## src/rtl/din_link_scheduler_pkg.sv

```systemverilog
// Shared types and constants for the DIN link scheduler.
// Holds FSM states, MODE codes, frame layout and arbiter helpers.
package din_link_scheduler_pkg;

  typedef enum logic [1:0] {
    IDLE,
    SYNC0,
    SYNC1,
    FRAME
  } state_e;

  localparam logic [1:0] MODE_A = 2'd0;
  localparam logic [1:0] MODE_B = 2'd1;
  localparam logic [1:0] MODE_C = 2'd2;

  localparam int FRAME_BITS = 10;

  localparam logic START_BIT = 1'b1;
  localparam logic STOP_BIT  = 1'b0;

  function automatic logic [FRAME_BITS-1:0] frame_word(
    input logic [7:0] d
  );
    return {START_BIT, d, STOP_BIT};
  endfunction

  function automatic logic [1:0] inc3(input logic [1:0] x);
    return (x == MODE_C) ? MODE_A : x + 2'd1;
  endfunction

  // first requester at or after ptr, wrapping mod 3
  function automatic logic [1:0] rr_pick(
    input logic [2:0] req,
    input logic [1:0] ptr
  );
    logic [1:0] c1;
    logic [1:0] c2;
    c1 = inc3(ptr);
    c2 = inc3(c1);
    if (req[ptr]) return ptr;
    if (req[c1])  return c1;
    return c2;
  endfunction

endpackage

```

## src/rtl/din_link_scheduler_serializer.sv

```systemverilog
// Bit-timing shift register for the DIN line: sync runs and frames.
// Shifts MSB first; fill is the bit shifted in behind the data.
module din_frame_serializer
  import din_link_scheduler_pkg::*;
#(
  parameter int BIT_DIV = 1
) (
  input  logic                  clk,
  input  logic                  rst_n,
  input  logic                  load,
  input  logic [FRAME_BITS-1:0] load_val,
  input  logic                  fill,
  output logic                  sdo,
  output logic                  bit_end,
  output logic [5:0]            bit_cnt,
  output logic                  done
);

  localparam logic [3:0] DIV_LAST = 4'(BIT_DIV - 1);

  logic [FRAME_BITS-1:0] shreg;
  logic [3:0]            div_cnt;

  always_ff @(posedge clk or negedge rst_n) begin
    if (!rst_n) begin
      shreg   <= '0;
      div_cnt <= '0;
      bit_cnt <= '0;
    end else if (load) begin
      shreg   <= load_val;
      div_cnt <= '0;
      bit_cnt <= '0;
    end else if (bit_end) begin
      shreg   <= {shreg[FRAME_BITS-2:0], fill};
      div_cnt <= '0;
      bit_cnt <= bit_cnt + 6'd1;
    end else begin
      div_cnt <= div_cnt + 4'd1;
    end
  end

  assign bit_end = (div_cnt == DIV_LAST);
  assign done    = bit_end && (bit_cnt == 6'(FRAME_BITS - 1));
  assign sdo     = shreg[FRAME_BITS-1];

endmodule

```

## src/rtl/din_link_scheduler.sv

```systemverilog
// Round-robin scheduler sharing the converter DIN line among 3 sources.
// Per grant: sync header, then a burst of start/data/stop frames.
module din_link_scheduler
  import din_link_scheduler_pkg::*;
#(
  parameter int BLOCK_LEN  = 240,
  parameter int SYNC_ZEROS = 10,
  parameter int SYNC_ONES  = 9,
  parameter int BIT_DIV    = 1
) (
  input  logic       CLK_30MHZ,
  input  logic       RSTN,
  input  logic [2:0] REQ,
  input  logic [7:0] DATA_A,
  input  logic [7:0] DATA_B,
  input  logic [7:0] DATA_C,
  output logic [2:0] ACK,
  output logic [2:0] GNT,
  output logic [1:0] MODE,
  output logic       DIN,
  output logic       BUSY
);

  state_e state;
  state_e state_d;

  logic [9:0]            fcnt;
  logic [9:0]            fcnt_d;
  logic [1:0]            ptr;
  logic [1:0]            ptr_d;
  logic [2:0]            gnt_d;
  logic [2:0]            ack_d;
  logic [1:0]            mode_d;
  logic                  busy_d;
  logic                  ld;
  logic [FRAME_BITS-1:0] ld_val;
  logic                  fill;
  logic                  bit_end;
  logic [5:0]            bit_cnt;
  logic                  done;
  logic [7:0]            data_g;
  logic [1:0]            pick;
  logic                  req_g;
  logic                  sync0_end;
  logic                  sync1_end;
  logic                  blk_end;

  din_frame_serializer #(
    .BIT_DIV (BIT_DIV)
  ) u_ser (
    .clk      (CLK_30MHZ),
    .rst_n    (RSTN),
    .load     (ld),
    .load_val (ld_val),
    .fill     (fill),
    .sdo      (DIN),
    .bit_end  (bit_end),
    .bit_cnt  (bit_cnt),
    .done     (done)
  );

  always_comb begin
    data_g = '0;
    unique case (MODE)
      MODE_A:  data_g = DATA_A;
      MODE_B:  data_g = DATA_B;
      MODE_C:  data_g = DATA_C;
      default: data_g = '0;
    endcase
  end

  assign pick      = rr_pick(REQ, ptr);
  assign req_g     = |(REQ & GNT);
  assign fill      = (state == SYNC1);
  assign sync0_end = bit_end && (bit_cnt == 6'(SYNC_ZEROS - 1));
  assign sync1_end = bit_end && (bit_cnt == 6'(SYNC_ONES - 1));
  assign blk_end   = (11'(fcnt) + 11'd1 == 11'(BLOCK_LEN)) || !req_g;

  always_ff @(posedge CLK_30MHZ or negedge RSTN) begin
    if (!RSTN) state <= IDLE;
    else       state <= state_d;
  end

  always_comb begin
    state_d = state;
    unique case (state)
      IDLE:  if (|REQ)             state_d = SYNC0;
      SYNC0: if (sync0_end)        state_d = SYNC1;
      SYNC1: if (sync1_end)        state_d = FRAME;
      FRAME: if (done && blk_end)  state_d = IDLE;
      default:                     state_d = IDLE;
    endcase
  end

  always_comb begin
    gnt_d  = GNT;
    mode_d = MODE;
    busy_d = BUSY;
    ack_d  = '0;
    fcnt_d = fcnt;
    ptr_d  = ptr;
    ld     = 1'b0;
    ld_val = '0;
    unique case (state)
      IDLE: begin
        if (|REQ) begin
          gnt_d  = 3'(3'b001 << pick);
          mode_d = pick;
          busy_d = 1'b1;
          fcnt_d = '0;
          ld     = 1'b1;
        end
      end
      SYNC0: begin
        if (sync0_end) begin
          ld     = 1'b1;
          ld_val = '1;
        end
      end
      SYNC1: begin
        if (sync1_end) begin
          ld     = 1'b1;
          ld_val = frame_word(data_g);
          ack_d  = GNT;
        end
      end
      FRAME: begin
        if (done && blk_end) begin
          ld     = 1'b1;
          gnt_d  = '0;
          busy_d = 1'b0;
          ptr_d  = inc3(MODE);
        end else if (done) begin
          ld     = 1'b1;
          ld_val = frame_word(data_g);
          ack_d  = GNT;
          fcnt_d = fcnt + 10'd1;
        end
      end
      default: ;
    endcase
  end

  always_ff @(posedge CLK_30MHZ or negedge RSTN) begin
    if (!RSTN) begin
      GNT  <= '0;
      ACK  <= '0;
      MODE <= MODE_A;
      BUSY <= 1'b0;
      fcnt <= '0;
      ptr  <= MODE_A;
    end else begin
      GNT  <= gnt_d;
      ACK  <= ack_d;
      MODE <= mode_d;
      BUSY <= busy_d;
      fcnt <= fcnt_d;
      ptr  <= ptr_d;
    end
  end

endmodule

```

## config.mk

```make
export PLATFORM = sky130hd
export DESIGN_NAME = din_link_scheduler
export DESIGN_NICKNAME = d
export VERILOG_FILES = /design/src/rtl/din_link_scheduler_pkg.sv /design/src/rtl/din_link_scheduler_serializer.sv /design/src/rtl/din_link_scheduler.sv
export SDC_FILE = /design/constraint.sdc
export NUM_CORES = 1
export LEC_CHECK = 0
export BUFFER_PORTS_ARGS = -buffer_cell sky130_fd_sc_hd__buf_2
export CORE_MARGIN = 5
export CORE_UTILIZATION = 50
export DETAILED_ROUTE_END_ITERATION = 10
export PLACE_DENSITY = 0.81
export SYNTH_ARGS = -nofsm -noshare
export SYNTH_HDL_FRONTEND = slang
export SYNTH_HIERARCHICAL = 1
export SYNTH_SLANG_ARGS = --single-unit
```

## constraint.sdc

```tcl
create_clock -name CLK_30MHZ -period 2.3 [get_ports CLK_30MHZ]
set_input_delay 0.23 -clock CLK_30MHZ [delete_from_list [all_inputs] [get_ports CLK_30MHZ]]
set_output_delay 0.23 -clock CLK_30MHZ [all_outputs]
set_load 0.02 [all_outputs]
```

==> metrics.yaml <==
drive_above_1_share_pct: 30.3
placed_cell_area_um2: 3020
grt_first_pass_wirelength_um: 10700
die_w_um: 83.4
ys_dominant_reg_cell: "dfrtp_1"
area_growth_pct: 23.3
dr.pass1.iters: 4
start_kind: "flop"
clk_latency_ns: 0.30
fin_crit_ns: 2.39
path_class: "reg2reg"
required_ns: 2.49
clock_skew_ns: 0.00796
hold_viol_final: 0
finalSetupViolCount: 3
routed_wl_um: 6910
ys_types: 52
hold_class: "in2reg"
place_hpwl_um: 4550
first_global_vias: 2303
die_h_um: 83.4
yosysSeqAreaShare_pct: 40.0
synth_fp_nets: 348
fin_area_um2: 3320
drtIter0Drc: 161
cap_viol_max_count: 0
syn-cell-area_um2: 2690
p_per_area_nw_per_um2: 1040
final.period_utilization_pct: 104
initial_core_util_pct: 52.1
cts-root-buf: "clkbuf_8"
path_clk_slew_ns: 0.09
final_common_cell: "dfrtp_1"
tightestPinTransition_ns: 0.567
setup_slack_ns: -0.0907
synth_area_leaders: "dfrtp_1 (40%), a21oi_1 (6.7%), o21ai_0 (5.6%)"
synth_top_area_share_pct: 40.0
syn-instance-count: 309
ys_ff_latch: 43
io_pins: 39
num_vias: 2512
place_ws_ns: 0.0126
post-route-drc-count: 0
yosysWarnings: 6
yosysTopAreaCell: "dfrtp_1"
status: "finished with violations"
finalNetCount: 401
htree_levels: 2
grt_use_total_pct: 18.0
numCtsBuffers: 5
grt_overflow: 0
irDropWorstVdd_v: 0.000655
row_count: 26
crit_fanout: 5
end_kind: "flop"
design.core.area_um2: 5170
cts_tree: "built"
maxSlewHeadroom_pct: 61.9
tns_ns: -0.224
synth-edff-count: 0
violations: "negative setup slack"
antenna_cells: 0
async_flop_share_pct: 100
clock_path_buffers: 2
fmax_mhz: 418
design.die.area_um2: 6950
antenna_found_initial: 0
drt.antenna.violating_nets: 0
drt-vias-per-instance: 5.80
rsz0062_at_grt: "true"
finalMaxSlewViolations: 0
final_cell_mix: "dfrtp_1 (40), buf_2 (38), nand2_1 (37)"
holdWs_ns: 0.326
wl_per_cell_um: 15.9
crit_arrival_ns: 2.58
power_leakage_uw: 0.00147
syn_area_per_cell_um2: 8.71
clkSinkCount: 43
grt_max_degree: 29
fin_total_pwr_uw: 3460
place_congestion: 0.844
port_buffers: 38
## final timing paths
check                                      start               end  slack (ns)  cells after the start
worst max-delay path            u_ser/div_cnt[0]          state[1]       -0.09                      9
worst min-delay path                      REQ[1]           MODE[1]        0.33                      3
worst max register to register  u_ser/div_cnt[0]          state[1]       -0.09                      9
worst min register to register           fcnt[9]           fcnt[9]        0.50                      1
max in group asynchronous                   RSTN           fcnt[2]        1.24                      3
min in group asynchronous                   RSTN  u_ser/bit_cnt[2]        0.36                      2
## cell families (layout without fill, tap and decap cells)
kind of cell / after synthesis / after routing / share of synthesized area, %
compound gates: 98 / 98 / 22.8
xor+xnor: 5 / 5 / 1.63
fa+ha+maj: 10 / 10 / 4.65
buf+inv: 31 / 85 / 5.53
flops: 43 / 43 / 40.0
mux: 11 / 11 / 4.23
simple gates: 111 / 111 / 21.2
## synth_stat cells, types with 3 or more instances
cell type	count
clkbuf_1	10
a211oi_2	3
dfrtp_1	43
mux2i_1	8
nor2_1	19
nor3_1	4
o31ai_1	6
xor2_1	3
inv_1	12
nand4_1	3
nor2b_1	13
and2_1	5
nand2_1	39
a31oi_1	3
o41ai_1	3
or3_1	3
o21ai_0	30
ha_1	10
nand3b_1	6
buf_2	3
a21oi_1	36
nand3_1	8
## metrics by stage
| step | utilization (%) | cells |
|---|---|---|
| after floorplan | - | 309 |
| after global placement | 58.4 | 414 |
| after detailed placement | 58.4 | 414 |
| after CTS | 60.6 | 423 |
| after global routing | 64.2 | 433 |
| final | 64.2 | 433 |
## metal layers
metal | track usage (%) | part of all wire (%) | vias to the layer above
met1 | 24.1 | 43 | 1224
met3 | 3.47 | 4.3 | 12
met2 | 29.1 | 51 | 73
li1 | - | - | 1203
met4 | 6.24 | 1.9 | 0
met5 | 0 | 0 | -
## critical path: stages, from the launching register on
cell      delay, ns
dfrtp_1        0.43
inv_1          0.08
ha_1           0.13
or3b_4         0.39
clkinv_4       0.06
nand3b_1       0.17
o21ai_0        0.29
nand2_1        0.12
a211oi_2       0.29
mux2_4         0.33
## final cells by class
class | instances | area, um2
Fill cell | 404 | 1850
Multi-Input combinational cell | 235 | 1600
Sequential cell | 43 | 1080
Timing Repair Buffer | 64 | 408
Tap cell | 70 | 87.6
Clock buffer | 5 | 68.8
Inverter | 13 | 53.8
Clock inverter | 3 | 25.0
## registers in the layout (all words and copies together) (netlist names)
| register | cells |
|---|---|
| ACK | 3 |
| BUSY | 1 |
| GNT | 3 |
| MODE | 2 |
| fcnt | 10 |
| ptr | 2 |
| state | 2 |
| u_ser/bit_cnt | 6 |
| u_ser/div_cnt | 4 |
| u_ser/shreg | 10 |
## power by group
| part | internal, uW | switching (uW) |
|---|---|---|
| Combinational | 759 | 1010 |
| Sequential | 970 | 220 |
| Clock | 217 | 283 |
## what timing repair did
item | in CTS | in global routing
hold buffers | 1 | 0
pin swaps | 1 | 11
setup endpoints to repair | 3 | 20
cloned | 0 | 1
gates resized for setup | 2 | 29
setup buffers | 0 | 9
hold endpoints to repair | 15 | 0
(Power assumes the default switching activity.)
